File: config.mk
export PLATFORM = sky130hd
export DESIGN_NAME = seq_accumulator_4b
export DESIGN_NICKNAME = d
export VERILOG_FILES = /design/src/rtl/seq_accumulator_4b.sv
export SDC_FILE = /design/constraint.sdc
export NUM_CORES = 1
export LEC_CHECK = 0
export ABC_CLOCK_PERIOD_IN_PS = 5800
export BUFFER_PORTS_ARGS = -buffer_cell sky130_fd_sc_hd__buf_2
export CAP_MARGIN = 15
export CORE_MARGIN = 2
export CORE_UTILIZATION = 40
export DETAILED_ROUTE_END_ITERATION = 10
export PLACE_DENSITY = 0.58
export REMOVE_ABC_BUFFERS = 1
export SLEW_MARGIN = 20
export SYNTH_ARGS = -nofsm -noshare
export SYNTH_HDL_FRONTEND = slang
export SYNTH_SLANG_ARGS = --single-unit
File: constraint.sdc
create_clock -name clk -period 5.8 [get_ports clk]
set_input_delay 0.29 -clock clk [delete_from_list [all_inputs] [get_ports clk]]
set_output_delay 0.29 -clock clk [all_outputs]
set_load 0.01 [all_outputs]
File: src/rtl/seq_accumulator_4b.sv
// rtl/seq_accumulator_4b.sv - burst accumulator: sums COUNT_MAX streamed operands, counts carries, pulses done
// Optional macro SATURATE_EN: clamp acc to all-ones on carry instead of wrapping.
module seq_accumulator_4b #(
    parameter int WIDTH     = 4,
    parameter int COUNT_MAX = 8
) (
    input  logic             clk,
    input  logic             reset,
    input  logic             start,
    input  logic             in_valid,
    input  logic [WIDTH-1:0] in_data,
    output logic             in_ready,
    output logic [WIDTH-1:0] acc,
    output logic [3:0]       carry_cnt,
    output logic             busy,
    output logic             done
);

    localparam int BW = $clog2(COUNT_MAX + 1);
    localparam logic [BW-1:0] BEAT_LAST = BW'(COUNT_MAX);

    typedef enum logic [1:0] {
        IDLE  = 2'd0,
        ACCUM = 2'd1,
        DONE  = 2'd2
    } state_t;

    state_t           state;
    state_t           state_nx;
    logic [WIDTH-1:0] acc_nx;
    logic [3:0]       carry_cnt_nx;
    logic [BW-1:0]    beat;
    logic [BW-1:0]    beat_nx;
    logic [WIDTH:0]   sum;

    // One extra bit so the adder's carry-out is visible.
    assign sum = {1'b0, acc} + {1'b0, in_data};

    always_ff @(posedge clk) begin
        if (reset) begin
            state     <= IDLE;
            acc       <= '0;
            carry_cnt <= '0;
            beat      <= '0;
        end else begin
            state     <= state_nx;
            acc       <= acc_nx;
            carry_cnt <= carry_cnt_nx;
            beat      <= beat_nx;
        end
    end

    always_comb begin
        state_nx     = state;
        acc_nx       = acc;
        carry_cnt_nx = carry_cnt;
        beat_nx      = beat;
        in_ready     = 1'b0;
        busy         = 1'b0;
        done         = 1'b0;

        case (state)
            IDLE: begin
                if (start) begin
                    acc_nx       = '0;
                    carry_cnt_nx = '0;
                    beat_nx      = '0;
                    state_nx     = ACCUM;
                end
            end

            ACCUM: begin
                in_ready = 1'b1;
                busy     = 1'b1;
                if (in_valid) begin
`ifdef SATURATE_EN
                    acc_nx = sum[WIDTH] ? {WIDTH{1'b1}} : sum[WIDTH-1:0];
`else
                    acc_nx = sum[WIDTH-1:0];
`endif
                    if (sum[WIDTH] && (carry_cnt != 4'hF)) begin
                        carry_cnt_nx = carry_cnt + 4'd1;
                    end
                    beat_nx = beat + BW'(1);
                    if (beat_nx == BEAT_LAST) begin
                        state_nx = DONE;
                    end
                end
            end

            DONE: begin
                busy     = 1'b1;
                done     = 1'b1;
                state_nx = IDLE;
            end

            default: begin
                state_nx = IDLE;
            end
        endcase
    end

endmodule

[Word level (Yosys, flattened, before mapping)]
Cells that the tools add are included.
Storage, ports and cells
  bits in registers: 14
  bits of input ports: 8
  output and inout port bits: 11
  logic and storage cells: 37
Cells by class
  add/sub/neg operators: 3
  equality and inequality tests: 8
  multiplexer cells: 15
  reductions and logical operators: 7
Operators by type and width (count)
  $pmux 4 s2: 3
  $mux 4: 5
  $add 4x1->4 const B: 2
  $ne 2x2->1 const B: 4
  $mux 2: 3
  $reduce_and 3->1: 2
  $add 4x4->5: 1
  $eq 4x4->1 const B: 1
  $ne 4x4->1 const B: 1
  $pmux 2 s2: 1
  $reduce_and 4->1: 1
  $mux 1: 3
  $eq 2x1->1 const B: 1
  $eq 2x2->1 const B: 1
  $logic_not 2->1: 1
  $reduce_bool 2->1: 1
  $reduce_or 2->1: 1
  $logic_and 1x1->1: 1

[Depth between registers and ports, before layout]
  depth in word-level cells: 5
  depth in mapped cells: 7
  depth with buffers taken out: 7

[Least setup slack after synthesis]
Ideal clock, no wire load.
  kind: flip-flop to flip-flop
  from: register acc[0]
  to: register carry_cnt[3]
  setup time: 70 ps
  arrival time: 2020 ps
  required time: 5730 ps
  setup slack: 3710 ps
  stages on the path, launching flop included: 8
  path buffers: 0
  clock period less this slack: 2090 ps
  path through: dfxtp_1 ha_1 inv_1 fa_1 nand2b_4 a211o_1 or4_1 a21boi_1
Between the ends
  longest elaborated chain between the ends: 4
RTL lines
  from (decl): RTL line 13  | output logic [WIDTH-1:0] acc,
  from (signal assigned): RTL line 47  | acc <= acc_nx;
  $add 4x4->5: RTL line 37  | assign sum = {1'b0, acc} + {1'b0, in_data};
  $logic_and 1x1->1: RTL line 81  | if (sum[WIDTH] && (carry_cnt != 4'hF)) begin
  $ne 2x2->1 (no line)
  $reduce_and 4->1 (no line)
  to (signal assigned): RTL line 48  | carry_cnt <= carry_cnt_nx;
  to (decl): RTL line 14  | output logic [3:0] carry_cnt,
No other way between the ends.
A chain may end at the register's enable or synchronous reset.

[Worst setup path in the final report]
Same ends and word-level chain as after synthesis.

==> impl_metrics.toml <==
[clock_network]
numClockSinks = 14
cts.repair.resized = 0
numCtsBuffers = 3
cts.hold.buffers_added = 0
clock_latency_ns = 0.28
post_cts.repair.setup_buffers = 0
cts.path.max_buffers = 2
cts.htree.levels = 1
cts_tree = "done"
cts_root_buffer = "sky130_fd_sc_hd__clkbuf_4"
path_clk_slew_ns = 0.09

[timing]
grt_setup_unrepaired = "no"
worstMarginPinSlew_ns = 0.4437
setup_viol_count_final = 0
min_period_ns = 2.152
worst_slew_margin_rel = 0.7042
finalCritPeriodShare = 0.3710
maxClockFrequency_mhz = 464.8
finalHoldViolations = 0
finalWorstSetupSlack_ns = 3.648
final-max-slew-violation-count = 0
fin_tns_setup_ns = 0
clock_skew_ns = 0.0009055

[critical_path]
worst_setup_ep_type = "register"
reg2reg_slack_ns = 3.65
path_max_fanout = 4
setup.worst_path.end = "carry_cnt[3]"
cp.required_ns = 6.02
worstSetupPathType = "register to register"
worst_setup_path_startpoint = "acc[0]"
r2r_cells = 7
timing.critical_path.arrival_ns = 2.37
worst_r2r_endpoint = "carry_cnt[3]"
crit_path_start_kind = "register"
reg2reg_from = "acc[0]"

[power_and_ir_drop]
total_leakage_power_nw = 0.4696
pwr_density_cell_nw_per_um2 = 260.8
pwr-share-clk = 0.260
p_comb_frac = 0.347
cellInternalPower_w = 0.0001765
power.switching_fraction = 0.3514
ir_worst_vdd_v = 0.0001348
power.switching_w = 0.00009565
flop_pwr_share = 0.394
design_power_total_w = 0.0002722

[global_routing]
first_global_vias = 710
met2_layer_usage_reported_by_global_route = 0.2706
wire_length_of_the_first_global_routing_pass_um = 3125
grt_overflow_total = 0
grt_util_all_layers = 0.1585
initial_antenna_violation_count = 0
largest_net_degree_at_the_start_of_global_routing = 19
grt_use_met1 = 0.1913
gr-usage-met3 = 0.03509
busiest_layer = "met2"

[drt]
wl_um = 1820
antenna_left = 0
detail_route.drc_violations = 0
route.detailed.wl_per_inst_um = 12.47
total_vias_in_the_final_route = 790
initial_drt_pass_iterations = 4
drt-initial-drc-count = 16
via_per_inst = 5.411

[final_layout]
n_antenna_cell = 0
final_cell_mix = "sky130_fd_sc_hd__buf_2, sky130_fd_sc_hd__dfxtp_1, sky130_fd_sc_hd__ha_1"
layout.cells.most_common = "sky130_fd_sc_hd__buf_2"
nFillCells = 233
postLayoutCoreUtil = 0.4810
layout.nets = 138
fraction_of_layout_instances_using_a_drive_strength_above_1 = 0.2119
areaGrowthSynthToFinish_pct = 16.64

[synth]
asyncSetResetFlopFracSynth = 0
synth-edff-count = 0
yosys_warnings = 0
postSynthAreaPerCell_um2 = 9.036
ys_types = 38
syn-instance-count = 99
ys_ff_latch = 14
ys_seq_area_frac = 0.3133
synth-main-ff-cell = "sky130_fd_sc_hd__dfxtp_1"
netlist_area_um2 = 894.6

[floorplanning]
fp.dieArea_um2 = 2631
chipHeight_um = 51.29
core_region_um2 = 2170
design.portCount = 19
rows = 17
die_w_um = 51.29
initial_utilization = 0.4123

[place]
place_congestion = 0.7351
placement.setup.worst_slack_ns = 3.641
post-dp-hpwl_um = 1398
buffer_ports.inserted = 18

[flow_run]
max_cap_viol_count = 0

[hold_path]
worst_hold_startpoint = "in_valid"
min_path_type = "input port to register"

[run_status]
run_status = "completed"
## registers in the layout, summed over array words and instances, names as in the netlist
name       flops
acc            4
beat           4
carry_cnt      4
state          2
## worst min path at each step
stage,slack [ns],end,cells past startpoint
2_1_floorplan,0.36,state[1],1
3_3_place_gp,0.49,state[0],2
3_5_place_dp,0.49,state[0],2
4_1_cts,0.28,carry_cnt[0],3
5_1_grt,0.29,carry_cnt[0],3
6_report,0.29,carry_cnt[0],3
## metrics by stage
step / hold WS (ns) / instances / cell area [µm²]
floorplan: 0.3591 / 96 / 882.1
global placement: 0.4892 / 142 / 1007
detailed placement: 0.4938 / 142 / 1007
CTS: 0.2807 / 146 / 1044
global route: 0.2879 / 146 / 1044
finish: 0.2883 / 146 / 1044
## Yosys cell counts, types with 3 or more instances
cell type	n	area (µm²)
sky130_fd_sc_hd__a21oi_1	5	25.02
sky130_fd_sc_hd__a22oi_1	3	22.52
sky130_fd_sc_hd__and3_1	3	18.77
sky130_fd_sc_hd__dfxtp_1	14	280.3
sky130_fd_sc_hd__ha_1	10	125.1
sky130_fd_sc_hd__inv_1	6	22.52
sky130_fd_sc_hd__mux2i_1	3	30.03
sky130_fd_sc_hd__nand2_1	3	11.26
sky130_fd_sc_hd__nand2b_1	6	37.54
sky130_fd_sc_hd__nand3_1	4	20.02
sky130_fd_sc_hd__nor2_1	7	26.28
sky130_fd_sc_hd__nor2b_1	4	25.02
## per-layer routing
metal	share of wire	wire, µm
met3	0.049	89
met2	0.46	843
met5	0	0
met4	0.0077	14
met1	0.48	872
## area by class of cell
class                      instances  area [µm²]  area share
sequential                        14       280.3      0.2686
clock buffer                       4       36.28     0.03477
multi-input combinational         76       579.3      0.5552
tap                               28       35.03     0.03357
inverter                           6       22.52     0.02158
timing repair buffer              18       90.09     0.08633
## power by group through the flow
stage	logic, W	clock network, W	registers, W
floorplan	0.0000682	0	0.000109
global placement	0.0000942	0	0.000109
detailed placement	0.0000958	0	0.000109
CTS	0.0000961	0.0000740	0.000107
global route	0.000108	0.0000792	0.000108
finish	0.0000943	0.0000707	0.000107
## cells by family after synthesis
| family | after synthesis | synth area share |
|---|---|---|
| adder cells (fa/ha/maj) | 11 | 0.1622 |
| AND/OR/NAND/NOR | 38 | 0.2560 |
| AO/OA/AOI/OAI | 23 | 0.1860 |
| multiplexers | 3 | 0.03357 |
| buffers and inverters | 9 | 0.03915 |
| flip-flops | 14 | 0.3133 |
| XOR/XNOR | 1 | 0.009792 |
## critical path: stages, from the launching register on
cell                       delay (ns)
sky130_fd_sc_hd__dfxtp_1         0.36
sky130_fd_sc_hd__ha_1            0.18
sky130_fd_sc_hd__inv_1           0.06
sky130_fd_sc_hd__fa_1            0.39
sky130_fd_sc_hd__nand2b_4        0.17
sky130_fd_sc_hd__a211o_1         0.29
sky130_fd_sc_hd__or4_1           0.51
sky130_fd_sc_hd__a21boi_1        0.14
Note: power is estimated with default switching activity, not from simulation.
